<file path="src/rtl/receiver_calc.sv">
// receiver_calc: UART (8N1) receive path for the calculator link.
// An oversampling bit engine recovers bytes from rxd_pin, and a packer
// assembles them MSB-byte-first into a DATASIZE-bit message word. A message
// closes on TERMINATOR or when MAXB bytes have been collected.
// Optional build macro: RX_NUL_FILTER_EN -- when defined, received 8'h00
// bytes are dropped before the packer (not stored, not counted).
module receiver_calc #(
    parameter int unsigned DATASIZE   = 128,
    parameter int unsigned CLK_HZ     = 100_000_000,
    parameter int unsigned BIT_RATE   = 9_600,
    parameter logic [7:0]  TERMINATOR = 8'h0D
) (
    input  logic                            clk,
    input  logic                            reset,
    input  logic                            rxd_pin,
    output logic [DATASIZE-1:0]             data,
    output logic                            msg_valid,
    output logic [$clog2(DATASIZE/8):0]     byte_count,
    output logic                            frame_err,
    output logic [3:0]                      led
);

    localparam int unsigned MAXB = DATASIZE / 8;
    localparam int unsigned CW   = $clog2(MAXB) + 1;
    localparam int unsigned CPB  = CLK_HZ / BIT_RATE;
    localparam int unsigned CTW  = (CPB > 2) ? $clog2(CPB) : 1;

    typedef enum logic [1:0] {
        ST_IDLE,
        ST_START,
        ST_DATA,
        ST_STOP
    } rx_state_t;

    // ------------------------------------------------------------------
    // Synchroniser and start-detection arming
    // ------------------------------------------------------------------
    logic       r_sync1;
    logic       r_sync2;
    logic [1:0] r_sv;        // r_sv[1]: r_sync2 holds a genuine pin sample
    logic       r_armed;
    logic       r_rxs_prev;
    logic       w_rxs;
    logic       w_fall;

    assign w_rxs  = r_sync2;
    // The flops reset to 1, so only a real high sample (not the reset value)
    // may arm start detection; a line held low through reset stays ignored.
    assign w_fall = r_armed && r_rxs_prev && !w_rxs;

    // Two-flop synchroniser, previous-sample register and arming flag
    always_ff @(posedge clk) begin
        if (reset) begin
            r_sync1    <= 1'b1;
            r_sync2    <= 1'b1;
            r_sv       <= 2'b00;
            r_armed    <= 1'b0;
            r_rxs_prev <= 1'b1;
        end else begin
            r_sync1    <= rxd_pin;
            r_sync2    <= r_sync1;
            r_sv       <= {r_sv[0], 1'b1};
            r_rxs_prev <= r_sync2;
            if (r_sv[1] && r_sync2) begin
                r_armed <= 1'b1;
            end
        end
    end

    // ------------------------------------------------------------------
    // RX bit engine
    // ------------------------------------------------------------------
    rx_state_t      r_state;
    logic [CTW-1:0] r_bit_cnt;
    logic [2:0]     r_bit_idx;
    logic [7:0]     r_shift;
    logic           r_stop_hold;   // bad stop bit seen, waiting for line high
    logic           r_frame_err;
    logic           w_stop_tick;
    logic           w_byte_ok;

    assign w_stop_tick = (r_state == ST_STOP) && !r_stop_hold &&
                         (r_bit_cnt == CTW'(CPB - 1));
    assign w_byte_ok   = w_stop_tick && w_rxs;

    // Bit-engine FSM: start validation at mid-bit, 8 data bits LSB first, stop check
    always_ff @(posedge clk) begin
        if (reset) begin
            r_state     <= ST_IDLE;
            r_bit_cnt   <= '0;
            r_bit_idx   <= '0;
            r_shift     <= '0;
            r_stop_hold <= 1'b0;
            r_frame_err <= 1'b0;
        end else begin
            case (r_state)
                ST_IDLE: begin
                    r_bit_cnt   <= '0;
                    r_stop_hold <= 1'b0;
                    if (w_fall) begin
                        r_state <= ST_START;
                    end
                end
                ST_START: begin
                    if (r_bit_cnt == CTW'(CPB / 2)) begin
                        r_bit_cnt <= '0;
                        r_bit_idx <= '0;
                        r_state   <= w_rxs ? ST_IDLE : ST_DATA;
                    end else begin
                        r_bit_cnt <= r_bit_cnt + 1'b1;
                    end
                end
                ST_DATA: begin
                    if (r_bit_cnt == CTW'(CPB - 1)) begin
                        r_bit_cnt <= '0;
                        r_shift   <= {w_rxs, r_shift[7:1]};
                        r_bit_idx <= r_bit_idx + 1'b1;
                        if (r_bit_idx == 3'd7) begin
                            r_state <= ST_STOP;
                        end
                    end else begin
                        r_bit_cnt <= r_bit_cnt + 1'b1;
                    end
                end
                ST_STOP: begin
                    if (r_stop_hold) begin
                        if (w_rxs) begin
                            r_stop_hold <= 1'b0;
                            r_state     <= ST_IDLE;
                        end
                    end else if (r_bit_cnt == CTW'(CPB - 1)) begin
                        r_bit_cnt <= '0;
                        if (w_rxs) begin
                            r_state <= ST_IDLE;
                        end else begin
                            r_stop_hold <= 1'b1;
                            r_frame_err <= 1'b1;
                        end
                    end else begin
                        r_bit_cnt <= r_bit_cnt + 1'b1;
                    end
                end
                default: begin
                    r_state <= ST_IDLE;
                end
            endcase
        end
    end

    // ------------------------------------------------------------------
    // Byte packer
    // ------------------------------------------------------------------
    logic [DATASIZE-1:0] r_acc;
    logic [CW-1:0]       r_cnt;
    logic [DATASIZE-1:0] r_data;
    logic [CW-1:0]       r_byte_count;
    logic                r_msg_valid;
    logic                r_led_tog;
    logic                w_pack;
    logic [DATASIZE-1:0] w_acc_next;
    logic [CW-1:0]       w_cnt_next;
    logic                w_done;

`ifdef RX_NUL_FILTER_EN
    assign w_pack = w_byte_ok && (r_shift != 8'h00);
`else
    assign w_pack = w_byte_ok;
`endif

    assign w_acc_next = (r_acc << 8) | DATASIZE'(r_shift);
    assign w_cnt_next = r_cnt + CW'(1);
    assign w_done     = (r_shift == TERMINATOR) || (w_cnt_next == CW'(MAXB));

    // Packing runs on the stop-sample edge itself, so msg_valid is visible
    // in the cycle right after the stop bit is sampled.
    always_ff @(posedge clk) begin
        if (reset) begin
            r_acc        <= '0;
            r_cnt        <= '0;
            r_data       <= '0;
            r_byte_count <= '0;
            r_msg_valid  <= 1'b0;
            r_led_tog    <= 1'b0;
        end else begin
            r_msg_valid <= 1'b0;
            if (w_pack) begin
                if (w_done) begin
                    r_data       <= w_acc_next;
                    r_byte_count <= w_cnt_next;
                    r_msg_valid  <= 1'b1;
                    r_led_tog    <= ~r_led_tog;
                    r_acc        <= '0;
                    r_cnt        <= '0;
                end else begin
                    r_acc <= w_acc_next;
                    r_cnt <= w_cnt_next;
                end
            end
        end
    end

    assign data       = r_data;
    assign msg_valid  = r_msg_valid;
    assign byte_count = r_byte_count;
    assign frame_err  = r_frame_err;
    assign led        = {w_rxs, reset, r_led_tog, (r_state != ST_IDLE)};

endmodule

</file>
<file path="config.mk">
export PLATFORM = sky130hd
export DESIGN_NAME = receiver_calc
export DESIGN_NICKNAME = d
export VERILOG_FILES = /design/src/rtl/receiver_calc.sv
export SDC_FILE = /design/constraint.sdc
export NUM_CORES = 1
export LEC_CHECK = 0
export ABC_AREA = 1
export CAP_MARGIN = 20
export CORE_ASPECT_RATIO = 1.4
export CORE_MARGIN = 1
export CORE_UTILIZATION = 55
export CTS_BUF_LIST = sky130_fd_sc_hd__clkbuf_8 sky130_fd_sc_hd__clkbuf_16
export CTS_CLUSTER_DIAMETER = 100
export CTS_CLUSTER_SIZE = 24
export DETAILED_ROUTE_END_ITERATION = 12
export HOLD_SLACK_MARGIN = 0.08
export PLACE_DENSITY = 0.79
export SYNTH_ARGS = -nofsm -noshare
export SYNTH_HDL_FRONTEND = slang
export SYNTH_SLANG_ARGS = --single-unit
</file>
<file path="constraint.sdc">
create_clock -name clk -period 3.1 [get_ports clk]
set_input_delay 0.465 -clock clk [delete_from_list [all_inputs] [get_ports clk]]
set_output_delay 0.465 -clock clk [all_outputs]
set_load 0.005 [all_outputs]
</file>
==> flow_summary_export.csv <==
group,metric,value,unit
global_route,grt_remaining_overflow,0,
cts,postCtsSetupBuffers,0,
synth,synthAdderAreaFrac,0.01003,
cts,cts_buffers,16,
timing,slew_headroom,0.5679,
global_route,grt_pass1_vias,8217,
setup_path,cp.required,3510,ps
layout,nets,1473,
global_route,antenna_found_initial,0,
cts,clk_latency,490,ps
setup_path,worstSetupStartpointType,"flop",
placement,port-buffer-count,141,
power_and_ir_drop,sw_frac_of_total,0.2209,
route,drt-pass1-iter-count,5,
floorplanning,initial_utilization,0.5634,
synth,avgSynthCellArea,8.133,sq um
synth,synthCells,1380,
global_route,grt_max_degree,166,
layout,nFillCells,1672,
route,drt-initial-drc-count,577,
timing,setup_viol,0,
synth,ys_types,35,
cts,ctsHoldBuffers,0,
power_and_ir_drop,p_int,4.878,mW
floorplanning,fp.dieW,122.7,um
setup_path,criticalPathCategory,"reg2reg",
cts,root_buffer,"clkbuf_16",
cts,path_clk_slew,90,ps
synth,synth_area,11220,sq um
synth,yosysTopAreaCell,"dfxtp_1",
synth,syn_nets,1392,
timing,finalHoldViolations,0,
timing,fin_skew,17.96,ps
power_and_ir_drop,pwr-share-clk,0.348,
placement,routabilityCongestion,0.8455,
layout,insertedDiodeCount,0,
cts,clkSinkCount,295,
route,dr_total_vias,9022,
setup_path,crit_arrival,3110,ps
layout,layout_commonest_cell,"dfxtp_1",
global_route,grt_pass1_wl,39.42,mm
power_and_ir_drop,seqPwrFrac,0.610,
route,wl_per_cell,14.13,um
power_and_ir_drop,ir_worst_vdd,564.6,uV
power_and_ir_drop,p_sw,1.384,mW
timing,drv_slew,0,
power_and_ir_drop,powerDensity,481.1,nW/um^2
cts,clock_path_buffers,3,
cts,h-tree-depth,1,
worst_hold_path,min_path_type,"reg2reg",
cts,cts_resized,0,
job,max-cap-violations,0,
timing,setup_tns,0,ps
route,routed_wl,24.21,mm
synth,ys_seq_area_frac,0.5262,
layout,final_cell_mix,"dfxtp_1 (295), o21ai_0 (203), nand2_1 (187)",
synth,synth-xor-area-share,0.006132,
synth,synth.area.top_cells,"dfxtp_1 (53%), o21ai_0 (9.1%), nand3_1 (6.9%), nand2_1 (6.3%), nor2_1 (5.3%)",
timing,period_share,0.8717,
setup_path,reg2reg_slack,400,ps
synth,synthMuxAreaShare,0,
power_and_ir_drop,p_comb_frac,0.042,
route,route.detailed.drc,0,
synth,synth_compound_area_frac,0.1521,
layout,areaGrowthSynthToFinish,15.96,%
layout,drive_gt1_frac,0.07529,
placement,hpwlAfterDp,15.88,mm
synth,synth_top_family_by_area,"simple AND/OR/NAND/NOR gates",
synth,yosysWarnings,0,
route,ant_nets,0,
route,viasPerCell,5.267,
timing,finalCriticalPeriod,2702,ps
synth,synth_simple_gate_area_frac,0.2029,
floorplanning,die_area,20990,sq um
floorplanning,num_rows,61,
power_and_ir_drop,cellLeakagePower,5.008,nW
outcome,status,"completed",
setup_path,crit_fanout,27,
floorplanning,ios,142,
placement,post-place-cells,1695,
timing,rsz0062_at_grt,"false",
layout,fin_cells,1713,
floorplanning,core_area,19920,sq um
floorplanning,die_h,171.0,um
synth,synth_top_area_share,0.5262,
setup_path,worst_setup_path_end_kind,"flop",
cts,cts_tree,"built",
timing,tightest_slew,648.2,ps
global_route,grt.total_usage,0.2304,
timing,fmax,0.3701,GHz
synth,synth-seq-cells,295,
[cell type report]
class                   count  area [sq um]  share of cell area
clock inverters             1         20.02            0.001538
flip-flops and latches    295          5906              0.4538
inverters                 155         584.3             0.04490
multi-input cells         837          4178              0.3210
well taps                 252         315.3             0.02423
repair buffers            156          1587              0.1219
clock buffers              17         425.4             0.03269
[critical path: stages (launching register included)]
cell	delay, ps
dfxtp_1	390
ha_1	210
nand3_1	110
nor2_1	120
nand2_1	140
inv_2	120
nand3_4	80
inv_2	350
nand3_4	490
buf_4	400
o21ai_0	190
[cells by family after synthesis]
| logic type | count (synthesis) |
|---|---|
| AOI/OAI and AO/OA | 292 |
| xor gates and xnor gates | 7 |
| adders and majority gates | 9 |
| buffers and inverters | 248 |
| DFF | 295 |
| and+or+nand+nor | 529 |
[per-stage QoR]
| step | total power, mW | worst slack, ps | hold WS [ps] | cell area (sq um) | util |
|---|---|---|---|---|---|
| 2_1_floorplan | 4.093 | 1297 | 388.3 | 11220 | - |
| 3_3_place_gp | 4.165 | 559.5 | 390.6 | 12570 | 0.6310 |
| 3_5_place_dp | 4.169 | 449.2 | 398.5 | 12570 | 0.6310 |
| 4_1_cts | 6.315 | 396.5 | 414.0 | 13020 | 0.6534 |
| 5_1_grt | 6.504 | 114.4 | 442.0 | 13020 | 0.6534 |
| 6_report | 6.262 | 397.8 | 413.0 | 13020 | 0.6534 |
[state kept, by name, indices dropped and copies added (netlist names), 2 cells and up, named ones only]
register    flops
r_acc         120
byte_count      5
r_bit_cnt      14
r_shift         8
r_bit_idx       3
r_cnt           5
r_sv            2
data          128
[power by group through the flow]
stage | Sequential [mW] | Clock (mW) | Combinational, mW
3_3_place_gp | 3.90 | 0 | 0.261
3_5_place_dp | 3.91 | 0 | 0.263
2_1_floorplan | 3.90 | 0 | 0.191
5_1_grt | 3.82 | 2.38 | 0.299
4_1_cts | 3.82 | 2.23 | 0.264
6_report | 3.82 | 2.18 | 0.263
[layer usage]
metal / routed length (um) / track usage
met5: 0 / 0
met2: 12280 / 0.4023
met3: 910 / 0.02500
met1: 10380 / 0.2952
met4: 637 / 0.07105
[synth_stat cells (all sizes together)]
library cell and number:
dfxtp 295, o21ai 263, nand2 191, nor2 160, nand3 157, inv 155
buf 58, clkbuf 35, a21oi 21, nand4 14, ha 9, xor2 4
nor3 3, or2 3, xnor2 3, a31oi 2, o31ai 2, a211oi 1
nand3b 1, o211ai 1, o221a 1, o22ai 1
[worst paths after layout]
check	startpoint	to	depth (start not counted)
setup / recovery	r_bit_cnt[1]$_SDFFE_PP0P_	data[42]$_SDFFE_PP0P_	10
hold / removal	r_sv[0]$_DFF_P_	r_sv[1]$_SDFF_PP0_	2
hold reg to reg	r_sv[0]$_DFF_P_	r_sv[1]$_SDFF_PP0_	2
setup reg to reg	r_bit_cnt[1]$_SDFFE_PP0P_	data[42]$_SDFFE_PP0P_	10
Note: power is estimated with default switching activity, not from simulation.
==> variant: new RTL, same settings <==
Add a define of `RX_NUL_FILTER_EN`.
--- a/src/rtl/receiver_calc.sv
+++ b/src/rtl/receiver_calc.sv
@@ -5,4 +5,6 @@
 // Optional build macro: RX_NUL_FILTER_EN -- when defined, received 8'h00
 // bytes are dropped before the packer (not stored, not counted).
+`define RX_NUL_FILTER_EN
+
 module receiver_calc #(
     parameter int unsigned DATASIZE   = 128,
Behaviour: no difference found for any inputs over 10 cycles, from zero or initial values and one cycle with reset high; that may be too few to reach the edited logic, so the function may still have changed.
==> variant against the original RTL <==
- fmax is 11% higher
- synthesized area is 5.1% higher
- wire length is 7.8% higher
- cell area is 4.8% higher
- power is 0.45% higher
- largest power group unchanged
- setup slack better by 260 ps
- sequential power hardly changed
- sequential cell count stayed put
==> variant: results (changes against the original RTL) <==
main area contributors after synthesis dfxtp_1 (50%), nand2_1 (14%), nor2_1 (9.6%), nand3_1 (6.4%), a21oi_1 (6.2%); Reg2Reg Depth 11 (+1); dpl hpwl 16.4 mm (+3.5%); # fillers 1,854 (+11%); Finished Layout Cells 1,998 (+17%); clock-pin slew on the worst setup and hold paths 90 ps (about the same); Slew @ Worst Pin 899 ps (+251 ps); DR WL/cell 13.1 µm (-7.6%); max reg flops 128 (unchanged); syn nets 1,683 (+21%); Setup Buffers After CTS 0 (unchanged); Int Pwr 0.00488 W (about the same); status finished clean; reg2reg setup slack 660 ps (+260 ps); Leak 5.96 nW (+19%); Yosys cell types 28 (-20%); hold path startpoint r_sv[0]; critical-path maximum fanout 90 (+230%); mean number of vias per cell 5.09 (-3.4%); crit path max-delay cell type dfxtp_1; Nets 1,750 (+19%); CP Data Arrival Time 2870 ps (-240 ps); syn_area_per_cell 7.06 µm² (-13%); RR Endpoint r_acc[106]; n_diodes 0 (unchanged); largest net degree at the start of global routing 145 (-13%); final RePlAce weighted congestion 0.884 (+4.5%); DRT iter0 DRCs 819 (+42%); Worst VDD drop 449 µV (-21%); gr usage total 0.235 (+0.00437); CTS Buf Count 16 (unchanged); worst clock skew 18.6 ps (+0.643 ps); vias in the first global route 9,233 (+12%); First-pass DRT Iterations 5 (unchanged); reg-to-reg startpoint r_cnt[0]; commonest cells in the netlist nand2_1 (440), nor2_1 (303), dfxtp_1 (295); register area share after synthesis 0.500 (-0.0257); first-pass GRT wire length 43.6 mm (+11%); share of layout cells above drive strength 1 0.0253 (-0.0500); Synth async-reset ratio 0 (unchanged); CP max stage delay 430 ps (-60 ps)
[variant: cell count changes in the layout (fill, tap and decap cells not counted), sizes merged, moves of 5 or more]
cell	change
nand3	-5
inv	+7
a21oi	+125
nand2	+250
nand4	-5
o21ai	-242
nand3b	+14
nor2	+144
[variant: cells by family after synthesis]
logic type / after synthesis / share of synthesized area
AO/OA/AOI/OAI: 169 / 0.0721
XOR/XNOR: 3 / 0.00223
adder cells (fa/ha/maj): 9 / 0.00954
buffers and inverters: 267 / 0.0952
flip-flops: 295 / 0.500
AND/OR/NAND/NOR: 928 / 0.320
[variant: power by group through the flow]
stage	logic (W)	registers, W	clock network, W
2_1_floorplan	0.000190	0.00390	0
3_3_place_gp	0.000261	0.00391	0
3_5_place_dp	0.000265	0.00391	0
4_1_cts	0.000266	0.00382	0.00225
5_1_grt	0.000296	0.00382	0.00238
6_report	0.000266	0.00382	0.00221
[variant: worst max-delay path by stage]
stage                         from    endpoint  slack (ps)  cells after the start
after floorplan           r_cnt[0]   r_acc[15]        1310                     11
after global placement    r_cnt[0]  r_acc[106]         720                     11
after detailed placement  r_cnt[0]  r_acc[106]         670                     11
after CTS                 r_cnt[0]  r_acc[106]         640                     11
after global routing      r_cnt[0]  r_acc[119]         430                     11
final                     r_cnt[0]  r_acc[106]         660                     11
[variant: stage by stage]
stage               hold WS, ps  utilization  cell area, µm²  power (W)  worst slack (ps)
floorplan                   388            -           11800    0.00409              1310
global placement            390        0.625           13200    0.00417               724
detailed placement          404        0.625           13200    0.00417               666
CTS                         425        0.646           13600    0.00633               635
global route                453        0.646           13600    0.00650               433
finish                      423        0.646           13600    0.00629               657
[variant: cell type report]
type                            instances  share of cell area
Tap cell                              260              0.0238
Clock inverter                          1             0.00147
Inverter                              162              0.0449
Timing Repair Buffer                  154               0.114
Multi-Input combinational cell       1109               0.352
Clock buffer                           17              0.0312
Sequential cell                       295               0.433
[variant: per-layer routing]
metal	part of all wire	global-route usage	vias up
met3	0.047	0.0308	41
met2	0.49	0.412	263
met4	0.026	0.0773	0
met5	0	0	-
met1	0.44	0.298	4583
li1	-	-	5277
[variant: worst max-delay path, delay by kind of cell (launching register included)]
kind                     cells  cell delay (ps)
AND/OR/NAND/NOR              5              540
adder cells (fa/ha/maj)      1              200
flip-flops                   1              430
AO/OA/AOI/OAI                2              270
buffers and inverters        3              890
